**config.mk**
```make
export PLATFORM = sky130hd
export DESIGN_NAME = spi_sram_target
export DESIGN_NICKNAME = d
export VERILOG_FILES = /design/src/rtl/spi_sram_pkg.sv /design/src/rtl/spi_sram_mem.sv /design/src/rtl/spi_sram_target.sv
export SDC_FILE = /design/constraint.sdc
export NUM_CORES = 1
export LEC_CHECK = 0
export ABC_AREA = 1
export BUFFER_PORTS_ARGS = -buffer_cell sky130_fd_sc_hd__buf_4
export CORE_UTILIZATION = 68
export CTS_CLUSTER_SIZE = 8
export DETAILED_ROUTE_END_ITERATION = 7
export PLACE_DENSITY = 0.84
export SYNTH_ARGS = -nofsm -noshare
export SYNTH_HDL_FRONTEND = slang
export SYNTH_SLANG_ARGS = --single-unit
```
**constraint.sdc**
```tcl
create_clock -name clk_i -period 5.65 [get_ports clk_i]
set_input_delay 0.8475 -clock clk_i [delete_from_list [all_inputs] [get_ports clk_i]]
set_output_delay 0.8475 -clock clk_i [all_outputs]
set_load 0.01 [all_outputs]
```
**src/rtl/spi_sram_pkg.sv**
```systemverilog
// spi_sram_pkg: shared definitions for the SPI serial-SRAM responder.
//   - Command opcodes recognised in the first byte of a transaction.
//   - Transaction state enumeration used by the top-level FSM.
package spi_sram_pkg;

    localparam logic [7:0] CMD_READ  = 8'h03;
    localparam logic [7:0] CMD_WRITE = 8'h02;
    localparam logic [7:0] CMD_RDMR  = 8'h05;

    typedef enum logic [2:0] {
        ST_CMD,
        ST_ADDR,
        ST_READ,
        ST_WRITE,
        ST_RDMR,
        ST_IGNORE
    } state_e;

endpackage

```
**src/rtl/spi_sram_mem.sv**
```systemverilog
// spi_sram_mem: byte-wide register-file memory, 2**ADDR_BITS entries.
// Ports:
//   clk_i    - system clock
//   i_we     - write enable (synchronous)
//   i_waddr  - write address
//   i_wdata  - write data
//   i_raddr  - read address (asynchronous read)
//   o_rdata  - read data
// Contents are intentionally not reset.
module spi_sram_mem #(
    parameter int unsigned ADDR_BITS = 6
) (
    input  logic                 clk_i,
    input  logic                 i_we,
    input  logic [ADDR_BITS-1:0] i_waddr,
    input  logic [7:0]           i_wdata,
    input  logic [ADDR_BITS-1:0] i_raddr,
    output logic [7:0]           o_rdata
);

    localparam int unsigned DEPTH = 1 << ADDR_BITS;

    logic [7:0] r_mem [DEPTH];

    always_ff @(posedge clk_i) begin
        if (i_we) begin
            r_mem[i_waddr] <= i_wdata;
        end
    end

    assign o_rdata = r_mem[i_raddr];

endmodule

```
**src/rtl/spi_sram_target.sv**
```systemverilog
// spi_sram_target: SPI mode-0 serial-SRAM responder (READ / WRITE / RDMR).
// sck/cs_n/mosi are synchronous to clk_i; sck edges are detected by sampling.
// Ports:
//   clk_i   - system clock
//   rst_ni  - asynchronous active-low reset
//   sck     - SPI clock (mode 0)
//   cs_n    - active-low chip select
//   mosi    - serial data in, MSB first
//   miso    - serial data out, MSB first
//   busy_o  - high while selected
module spi_sram_target
    import spi_sram_pkg::*;
#(
    parameter int unsigned ADDR_BITS  = 6,
    parameter logic [7:0]  MODE_VALUE = 8'h40
) (
    input  logic clk_i,
    input  logic rst_ni,
    input  logic sck,
    input  logic cs_n,
    input  logic mosi,
    output logic miso,
    output logic busy_o
);

    state_e               r_state;
    logic                 r_sck_q;
    logic [2:0]           r_bit_cnt;
    logic [7:0]           r_rx;
    logic [7:0]           r_tx;
    logic [23:0]          r_addr;
    logic [1:0]           r_addr_cnt;
    logic                 r_is_write;
    logic                 r_busy;

    logic                 w_rise;
    logic                 w_fall;
    logic [7:0]           w_byte;
    logic                 w_byte_done;
    logic [23:0]          w_addr_shift;
    logic [ADDR_BITS-1:0] w_addr_inc;
    logic [ADDR_BITS-1:0] w_rd_addr;
    logic                 w_we;
    logic [7:0]           w_rdata;
    logic                 w_unused_addr;

    assign w_rise       = sck & ~r_sck_q & ~cs_n;
    assign w_fall       = ~sck & r_sck_q & ~cs_n;
    // Byte as it will be after this rise, including the bit being sampled now.
    assign w_byte       = {r_rx[6:0], mosi};
    assign w_byte_done  = w_rise & (r_bit_cnt == 3'd7);
    assign w_addr_shift = {r_addr[15:0], w_byte};
    assign w_addr_inc   = r_addr[ADDR_BITS-1:0] + ADDR_BITS'(1);
    // The address phase prefetches the byte at the just-completed address so
    // the first data bit is on miso one cycle later; bursts prefetch addr+1.
    assign w_rd_addr    = (r_state == ST_ADDR) ? w_addr_shift[ADDR_BITS-1:0] : w_addr_inc;
    assign w_we         = w_byte_done & (r_state == ST_WRITE);
    // Upper address bits are kept only for address shifting; they alias away.
    assign w_unused_addr = ^r_addr[23:16];

    spi_sram_mem #(
        .ADDR_BITS (ADDR_BITS)
    ) u_mem (
        .clk_i   (clk_i),
        .i_we    (w_we),
        .i_waddr (r_addr[ADDR_BITS-1:0]),
        .i_wdata (w_byte),
        .i_raddr (w_rd_addr),
        .o_rdata (w_rdata)
    );

    always_ff @(posedge clk_i or negedge rst_ni) begin
        if (!rst_ni) begin
            r_state    <= ST_CMD;
            r_sck_q    <= 1'b0;
            r_bit_cnt  <= 3'd0;
            r_rx       <= 8'h00;
            r_tx       <= 8'h00;
            r_addr     <= 24'h000000;
            r_addr_cnt <= 2'd0;
            r_is_write <= 1'b0;
            r_busy     <= 1'b0;
        end else begin
            r_sck_q <= sck;
            r_busy  <= ~cs_n;
            if (cs_n) begin
                // Deselect aborts anything in flight, including a partial write byte.
                r_state   <= ST_CMD;
                r_bit_cnt <= 3'd0;
                r_tx      <= 8'h00;
            end else begin
                if (w_fall) begin
                    r_tx <= {r_tx[6:0], 1'b0};
                end
                if (w_rise) begin
                    r_rx      <= w_byte;
                    r_bit_cnt <= r_bit_cnt + 3'd1;
                end
                if (w_byte_done) begin
                    case (r_state)
                        ST_CMD: begin
                            r_addr_cnt <= 2'd0;
                            case (w_byte)
                                CMD_READ: begin
                                    r_state    <= ST_ADDR;
                                    r_is_write <= 1'b0;
                                end
                                CMD_WRITE: begin
                                    r_state    <= ST_ADDR;
                                    r_is_write <= 1'b1;
                                end
                                CMD_RDMR: begin
                                    r_state <= ST_RDMR;
                                    r_tx    <= MODE_VALUE;
                                end
                                default: r_state <= ST_IGNORE;
                            endcase
                        end
                        ST_ADDR: begin
                            r_addr     <= w_addr_shift;
                            r_addr_cnt <= r_addr_cnt + 2'd1;
                            if (r_addr_cnt == 2'd2) begin
                                if (r_is_write) begin
                                    r_state <= ST_WRITE;
                                end else begin
                                    r_state <= ST_READ;
                                    r_tx    <= w_rdata;
                                end
                            end
                        end
                        ST_READ: begin
                            r_addr[ADDR_BITS-1:0] <= w_addr_inc;
                            r_tx                  <= w_rdata;
                        end
                        ST_WRITE: begin
                            r_addr[ADDR_BITS-1:0] <= w_addr_inc;
                        end
                        ST_RDMR: begin
                            r_tx <= MODE_VALUE;
                        end
                        default: ;
                    endcase
                end
            end
        end
    end

    assign miso   = r_tx[7] & ~cs_n;
    assign busy_o = r_busy;

endmodule

```
Word-level counts from Yosys, hierarchy flattened. Memories as Yosys holds them, arrays and structs flattened. Index checks and enable logic that the tools add are counted.

Register bits after elaboration: 32. Memory bits (writable): 512. Input bits: 5. Output and inout port bits: 2. Logic and storage cells: 68. Memories kept: 1.

Memories: u_mem.r_mem (words 64, bits a word 8, rd ports 1, clocked after Yosys merged registers in 0, write ports 1, RTL line spi_sram_mem.sv:23) `logic [7:0] r_mem [DEPTH];`.

$add $sub $neg: 3. Equality and inequality tests: 10. Muxes and demuxes: 21. Bitwise logic cells: 10. Reduce and logical (&&, ||, !) cells: 14.

Operators by type and width (number): $mux W8 (6); $pmux W8 S4 (1); $eq A8 B2 Y1 const B (2); $mux W3 (5); $pmux W3 S2 (2); $pmux W6 S2 (1); $reduce_bool A2 Y1 (5); $reduce_and A3 Y1 (3); $eq A8 B3 Y1 const B (1); $and A1 B1 Y1 (7); $add A6 B1 Y6 const B (1); $eq A3 B2 Y1 const B (2); $eq A3 B3 Y1 const B (2); $mux W6 (1); $pmux W2 S2 (1); $reduce_and A4 Y1 (1); $reduce_or A2 Y1 (2); $add A3 B1 Y3 const B (1); $eq A3 B1 Y1 const B (1); $logic_not A3 Y1 (1); $mux W1 (3); $ne A3 B2 Y1 const B (1); $not A1 Y1 (3); $reduce_bool A3 Y1 (1); other kinds (4) (4).

Depth between registers and ports, before layout. Gate-level depths: netlist of run 1.

Depth in word-level cells: 9. Mapped depth: 17. Depth with buffers taken out: 15.

By module. From an unflattened synthesis of run 1, not the netlist that was laid out.

Cell total of the unflattened synthesis: 2029. Area total of the unflattened synthesis: 22952.0 sq um.

By module, submodules not included: spi_sram_mem (times used 1, cells each 1797, area each 21179.1 sq um, seq. area each 15374.7 sq um); spi_sram_target (times used 1, cells each 232, area each 1773.0 sq um, seq. area each 800.8 sq um).

Least setup slack after synthesis of run 1. OpenSTA, ideal clock, no wires.

Kind: in2reg. From: in cs_n. To: mem u_mem.r_mem[0][0] (enable). Library setup time: 0.370 ns. Data arrival time: 2.346 ns. Data required time: 5.280 ns. Setup slack: 2.933 ns. Stages on the path: 7. Path buffers: 0. Cells stage by stage: nor3_2 nand2_1 inv_1 nand3_1 nor2_1 nand3_1 nor2_1.

Cells in the longest elaborated chain, start to end: 6.

Ends and longest elaborated chain: from (decl) (RTL line spi_sram_target.sv:20) `input logic cs_n,`; $not A1 Y1 (no line); $and A1 B1 Y1 (RTL line spi_sram_target.sv:47) `assign w_rise = sck & ~r_sck_q & ~cs_n;`; $and A1 B1 Y1 (RTL line spi_sram_target.sv:51) `assign w_byte_done = w_rise & (r_bit_cnt == 3'd7);`; $and A1 B1 Y1 (RTL line spi_sram_target.sv:57) `assign w_we = w_byte_done & (r_state == ST_WRITE);`; $mux W1 (RTL line spi_sram_mem.sv:26) `if (i_we) begin`; $mux W1 (implied by the code) (RTL line spi_sram_mem.sv:27) `r_mem[i_waddr] <= i_wdata;`; to (decl) (RTL line spi_sram_mem.sv:23).

Every way passes these cells.

Worst setup path in the final report of run 1.
From: in mosi. To: reg r_tx[5].

Cells in the longest elaborated chain, start to end: 7. Elaborated cells between the ends (all ways): 9. Classes of those cells: 1 x eq/ne; 7 x mux; 1 x memory.

Ends and longest elaborated chain: from (decl) (RTL line spi_sram_target.sv:21) `input logic mosi,`; $mux W6 (RTL line spi_sram_target.sv:56) `assign w_rd_addr = (r_state == ST_ADDR) ? w_addr_shift[ADDR_BITS-1:0] : w_addr_inc;`; $mem_v2 Z64 W8; $mux W8 (RTL line spi_sram_target.sv:123) `if (r_is_write) begin`; $mux W8 (RTL line spi_sram_target.sv:122) `if (r_addr_cnt == 2'd2) begin`; $pmux W8 S4 * (RTL line spi_sram_target.sv:100) `case (r_state)`; $mux W8 * (RTL line spi_sram_target.sv:99) `if (w_byte_done) begin`; $mux W8 * (RTL line spi_sram_target.sv:86) `if (cs_n) begin`; to (signal assigned) (RTL line spi_sram_target.sv:93) `r_tx <= {r_tx[6:0], 1'b0};`; to (signal assigned) (RTL line spi_sram_target.sv:127) `r_tx <= w_rdata;`; to (signal assigned) (RTL line spi_sram_target.sv:133) `r_tx <= w_rdata;`; to (decl) (RTL line spi_sram_target.sv:30) `logic [7:0] r_tx;`.

Mark *: on every way between the ends. The rest lies on a longest branch, timed or not. A chain may end at the register's enable or synchronous reset.

==> results of run 1 <==
==> stage by stage <==
step	cell area, µm²	std cells	setup slack [ps]
finish	24890	2402	1718
global route	24890	2402	1439
floorplan	22480	1934	2933
global placement	22720	2287	1421
detailed placement	22720	2287	1295
CTS	24890	2402	1782
==> registers in the layout, summed over array words and instances, names as in the netlist <==
register     cells
r_is_write       1
r_addr_cnt       2
u_mem.r_mem    512
r_sck_q          1
r_rx             7
r_tx             8
busy_o           1
r_bit_cnt        3
r_addr           6
r_state          3
==> cells by family after synthesis <==
group / count (synthesis) / synth area share
buffers and inverters: 153 / 0.03339
DFF: 544 / 0.7195
xor gates and xnor gates: 2 / 0.0007793
adders and majority gates: 4 / 0.002226
AOI/OAI and AO/OA: 60 / 0.01581
and+or+nand+nor: 1171 / 0.2283
==> layer usage <==
layer | vias up | wire length [µm] | global-route usage
met4 | 0 | 3201 | 0.2007
met3 | 256 | 7403 | 0.08796
met1 | 7622 | 20260 | 0.4708
met2 | 1293 | 27230 | 0.5436
met5 | - | 0 | 0
li1 | 6837 | - | -
==> placed cells by master (no fill, tap or decap), types with 5 or more instances in the layout <==
master | synthesis | routed
clkbuf_1 | 18 | 31
clkbuf_16 | 0 | 80
nand2_1 | 552 | 551
o22ai_1 | 5 | 5
dfrtp_1 | 32 | 25
o21ai_0 | 25 | 25
nand3_1 | 529 | 529
a21oi_1 | 10 | 10
edfxtp_1 | 512 | 512
buf_4 | 11 | 21
nor2_1 | 74 | 74
inv_1 | 36 | 36
o211ai_1 | 8 | 8
==> power groups by stage <==
stage	Sequential [µW]	Combinational [µW]	Clock (µW)
4_1_cts	4740	177	4170
6_report	4740	183	4180
3_5_place_dp	4810	177	0
5_1_grt	4740	193	4330
2_1_floorplan	4790	26.7	0
3_3_place_gp	4810	171	0
==> critical path, stage by stage <==
cell and delay (ps):
buf_4 320, inv_1 220, nand3_2 200, nand2_4 750, buf_4 850, nand2_1 120, nand3_1 140, nand3_1 90
nand3_1 160, nand3_1 100, nand3_1 220, nand3_1 130, a21oi_1 210
==> layout make-up <==
class / count / area (µm²)
flip-flops and latches: 544 / 16190
repair buffers: 24 / 217.7
multi-input cells: 1237 / 5612
inverters: 40 / 150.1
clock buffers: 111 / 2118
well taps: 442 / 553.0
clock inverters: 4 / 42.54
fillers: 1910 / 7651
==> path summary, 6_finish.rpt <==
path	depth (start not counted)	from	to	slack, ps
setup / recovery	13	mosi	r_tx[5]	1720
hold / removal	1	rst_ni	r_tx[1]	190
setup reg to reg	13	r_state[1]	r_tx[5]	1750
hold reg to reg	2	r_is_write	r_is_write	500
max in group asynchronous	1	rst_ni	r_rx[2]	5110
min in group clk_i	1	sck	r_sck_q	380
==> impl_metrics.yaml, run 1 <==
status:
  status: "finished clean"
synthesis:
  synth_top_area_frac: 0.6838
  async_reset_ff_frac: 0.05882
  synth_edf_count: 512
  postSynthCellCount: 1934
  ys.flop_type: "edfxtp_1"
  netlist_top_cells_count: "552 x nand2_1, 529 x nand3_1, 512 x edfxtp_1"
  yosys-top-cells-area: "edfxtp_1 68%, nand3_1 12%, nand2_1 9.2%, dfrtp_1 3.6%, buf_2 1.6%"
  synth_seq_area_share: 0.7195
  synth_largest_area_cell: "edfxtp_1"
  syn_nets: 1943
  syn_area_um2: 22480
  yosysMostFrequentCell: "nand2_1"
  ys_seq_elements: 544
  ys_types: 35
  synth.avg_cell_area_um2: 11.63
  yosys_warnings: 0
timing:
  fmax_mhz: 254.3
  holdWs_ps: 190.4
  finalHoldViolCount: 0
  finalCritPeriodShare: 0.6960
  drv_slew: 0
  max_slew_margin: 0.3188
  finalWorstPathRequiredPeriod_ps: 3932
  worst_pin_slew_ps: 1022
  setup_viol: 0
  setup-tns-final_ps: 0
  skew_ps: 35.87
  rsz0062_at_grt: "no"
pwr:
  clkPwrFrac: 0.459
  p_seq_frac: 0.521
  p_total_uw: 9099
  p_sw_uw: 1915
  internal_power_uw: 7184
  power.density_nw_per_um2: 365.6
  swShare: 0.2105
  ir_worst_vdd_mv: 0.4244
  power_frac_comb: 0.020
  leakagePower_uw: 0.008801
clock_network:
  clock-sinks: 544
  cts_tree: "built"
  cts_setup_buffers: 0
  cts_hold_buf: 0
  clk_latency_ps: 600
  cts_buffers: 77
  cts.repair.resized: 0
  htree_num_levels: 3
  root_buffer: "clkbuf_16"
  cts.path.max_buffers: 3
  clkTransAtPathRegs_ps: 60
layout:
  syn2layout_area_growth_pct: 10.68
  drive_gt1_frac: 0.06837
  utilization: 0.7648
  fin_nets: 1933
  diodes: 0
global_routing:
  overflow: 0
  grt_pass1_wl_um: 88770
  globalRouteTotalUtil: 0.3551
  antenna_found_initial: 1
  grt_max_degree: 108
  grt_pass1_vias: 15845
floorplan:
  rows: 66
  io_pins: 7
  die_area_um2: 33790
  start_util: 0.6910
  core_area_um2: 32540
  die_x_um: 183.8
  fp.dieH_um: 183.8
placement:
  place_congestion: 0.9155
  portBuffers: 6
  dp_hpwl_um: 31750
detailed_routing:
  wire_per_inst_um: 24.19
  drtIter0Drc: 2867
  wirelength_um: 58100
  vias: 16008
  drtPass1Iterations: 6
  viasPerCell: 6.664
  ant_nets: 0
  drc: 0
worst_hold_path:
  min_path_type: "in2async"
setup_path:
  crit_fanout: 93
  cp.arrival_ps: 4440
  worst_setup_path_start_kind: "input pin"
  path_class: "in2reg"
  required_ps: 6160
  critPathCaptureType: "flop"
run:
  cap_violations: 0
No activity file was read; power rests on OpenSTA's default activity.
==> run 2: changes to the inputs <==
--- a/config.mk
+++ b/config.mk
@@ -5,12 +5,12 @@
 export SDC_FILE = /design/constraint.sdc
 export NUM_CORES = 1
 export LEC_CHECK = 0
-export ABC_AREA = 1
+export ABC_AREA = 0
 export BUFFER_PORTS_ARGS = -buffer_cell sky130_fd_sc_hd__buf_4
-export CORE_UTILIZATION = 68
+export CORE_UTILIZATION = 63
 export CTS_CLUSTER_SIZE = 8
 export DETAILED_ROUTE_END_ITERATION = 7
-export PLACE_DENSITY = 0.84
+export PLACE_DENSITY = 0.79
 export SYNTH_ARGS = -nofsm -noshare
 export SYNTH_HDL_FRONTEND = slang
 export SYNTH_SLANG_ARGS = --single-unit
==> constraint.sdc (replaced) <==
create_clock -name clk_i -period 3.8 [get_ports clk_i]
set_input_delay 0.57 -clock clk_i [delete_from_list [all_inputs] [get_ports clk_i]]
set_output_delay 0.57 -clock clk_i [all_outputs]
set_load 0.01 [all_outputs]
==> run 2 against run 1 <==
  * Total power is 56% higher
  * Clock skew is 16 ps lower
  * Critical path depth is 4 lower
  * Synthesized cell count is 21% lower
  * Largest power group unchanged
  * Via count is 9.3% lower
  * Sequential cell count stayed put
  * Sequential share of layout area is 2.3 points lower
  * Die area is 7.0% higher
  * Synthesized area is 0.83% lower
  * Critical path type is now reg2reg
==> impl_metrics.yaml, run 2 <==
setup_path:
  reg2reg_from: "r_state[0]"
  crit_family: "compound AO/OA/AOI/OAI gates"
  required_ps: 4270
  crit_buf_inv: 2
  path_class: "reg2reg"
  crit_chain: "or3b_1 -> buf_4 -> a21o_4 -> buf_12 -> mux2i_1 -> a211oi_1 -> a2111oi_2 -> a41o_1 -> o21ai_1"
  worst-path-stages: 9
  critPathCaptureType: "flop"
  crit_start: "r_state[0]"
  crit_fanout: 52
  cp.arrival_ps: 4020
  cp_slowest_stage_delay_ps: 490
  worst_setup_path_start_kind: "flop"
  rr_worst_depth: 9
  slowest_stage: "dfrtp_1"
pwr:
  p_sw_uw: 3091
  swShare: 0.2174
  clkPwrFrac: 0.443
  power_frac_comb: 0.046
  internal_power_uw: 11120
  leakagePower_uw: 0.009135
  p_seq_frac: 0.511
  power.density_nw_per_um2: 551.6
  ir_worst_vdd_mv: 0.8725
timing:
  holdWs_ps: 110.2
  setup_viol: 0
  drv_slew: 0
  rsz0062_at_grt: "no"
  setup-tns-final_ps: 0
  finalHoldViolCount: 0
  worst_pin_slew_ps: 1173
  fmax_mhz: 281.1
  max_slew_margin: 0.2130
  finalWorstPathRequiredPeriod_ps: 3557
  finalCritPeriodShare: 0.9361
  skew_ps: 19.53
detailed_routing:
  wire_per_inst_um: 27.00
  drc: 0
  vias: 14519
  wirelength_um: 57670
  viasPerCell: 6.797
  drtPass1Iterations: 6
  ant_nets: 0
  drtIter0Drc: 2293
layout:
  layout_commonest_cell: "edfxtp_1"
  fin_nets: 1661
  largest_registers: "u_mem.r_mem (512), r_tx (8), r_rx (7)"
  diodes: 0
  seq_area_um2: 16180
  final.fill_count: 1998
  stdcell_count: 2136
  largest_reg_flops: 512
  multi_input_area_um2: 5665
  drive_gt1_frac: 0.1666
  final_cell_mix: "512 x edfxtp_1, 270 x nand2_1, 117 x buf_4"
  syn2layout_area_growth_pct: 15.58
  largest_register: "u_mem.r_mem"
placement:
  dpl.cell_count: 2026
  dp_hpwl_um: 33650
  portBuffers: 6
  place_congestion: 0.9309
status:
  status: "finished clean"
clock_network:
  htree_num_levels: 3
  clk_latency_ps: 590
  root_buffer: "clkbuf_16"
  cts.repair.resized: 0
  cts_tree: "built"
  cts.path.max_buffers: 3
  cts_buffers: 78
  clkTransAtPathRegs_ps: 50
  clock-sinks: 544
synthesis:
  ys.flop_type: "edfxtp_1"
  async_reset_ff_frac: 0.05882
  ys_types: 71
  synth_edf_count: 512
  synth.avg_cell_area_um2: 14.51
  yosys_warnings: 0
  netlist_top_cells_count: "512 x edfxtp_1, 270 x nand2_1, 100 x nand3_1"
  yosys-top-cells-area: "edfxtp_1 69%, nand2_1 4.5%, mux2i_1 3.8%, dfrtp_1 3.6%, mux4_2 2.8%"
  synth_top_area_frac: 0.6896
  yosysMostFrequentCell: "edfxtp_1"
  syn_area_um2: 22300
  postSynthCellCount: 1537
  synth_largest_area_cell: "edfxtp_1"
  syn_nets: 1546
  synth_seq_area_share: 0.7255
  ys_seq_elements: 544
floorplan:
  rows: 68
  die_area_um2: 36150
  io_pins: 7
  start_util: 0.6423
  fp.dieH_um: 190.1
  die_x_um: 190.1
  core_area_um2: 34710
global_routing:
  grt.met1_usage: 0.4440
  grt_pass1_vias: 14317
  grt_pass1_wl_um: 87310
  use_met2: 0.5041
  globalRouteTotalUtil: 0.3312
  grt_busiest_layer: "met2"
  grt_max_degree: 72
  overflow: 0
  antenna_found_initial: 0
  grt_use_met3: 0.08781
run:
  cap_violations: 0
worst_hold_path:
  holdPathStages: 1
  min_path_type: "in2reg"
  hold_start: "sck"
-- run 2: changes by cell type after synthesis, moves of 31 or more --
cell and change:
a22oi_1 +31, buf_2 -35, mux2i_1 +84, nand2_1 -282, a21oi_1 +51, nand3_1 -429
-- run 2: kinds of logic after synthesis --
group                      after synthesis  share of synthesized area
buffers and inverters                  109                    0.02295
muxes                                  131                    0.07559
DFF                                    544                     0.7255
xor gates and xnor gates                 4                   0.001572
AOI/OAI and AO/OA                      223                    0.07026
adders and majority gates                4                   0.002245
and+or+nand+nor                        522                     0.1019
-- run 2: layer usage --
| layer | share of wire | wire length (µm) | up-vias |
|---|---|---|---|
| met5 | 0 | 0 | - |
| met4 | 0.045 | 2596 | 0 |
| met3 | 0.12 | 7107 | 195 |
| met2 | 0.47 | 27180 | 1125 |
| met1 | 0.36 | 20780 | 7089 |
| li1 | - | - | 6110 |
-- run 2: per-stage QoR --
| stage | total power, µW | instance area (µm²) | utilization | setup slack [ps] |
|---|---|---|---|---|
| after global routing | 14530 | 25770 | 0.7424 | 89.94 |
| after detailed placement | 8006 | 23560 | 0.6786 | 405.4 |
| final | 14220 | 25770 | 0.7424 | 242.9 |
| after floorplan | 7596 | 22300 | - | 559.4 |
| after CTS | 14230 | 25770 | 0.7424 | 382.7 |
| after global placement | 7957 | 23560 | 0.6786 | 465.0 |
-- run 2: final cells by class --
class / count / area share
Clock buffer: 104 / 0.08283
Clock inverter: 5 / 0.002670
Inverter: 16 / 0.002330
Multi-Input combinational cell: 884 / 0.2198
Sequential cell: 544 / 0.6280
Tap cell: 455 / 0.02209
Timing Repair Buffer: 128 / 0.04224
-- run 2: path summary, 6_finish.rpt --
path | end | slack [ps]
setup / recovery | r_tx[0] | 240
setup reg to reg | r_tx[0] | 240
hold reg to reg | r_tx[0] | 520
min in group asynchronous | r_rx[2] | 470
hold / removal | r_sck_q | 110
max in group asynchronous | r_rx[6] | 2990
-- run 2: timing repair --
item                      in CTS  in global routing
hold endpoints to repair      32                  0
hold buffers                   1                  0
setup buffers                  0                  0
-- run 2: power by group through the flow --
stage / Clock, µW / Sequential (µW) / Combinational, µW
2_1_floorplan: 0 / 7530 / 63.0
4_1_cts: 6330 / 7260 / 638
3_5_place_dp: 0 / 7370 / 634
3_3_place_gp: 0 / 7360 / 599
5_1_grt: 6580 / 7270 / 680
6_report: 6290 / 7270 / 651
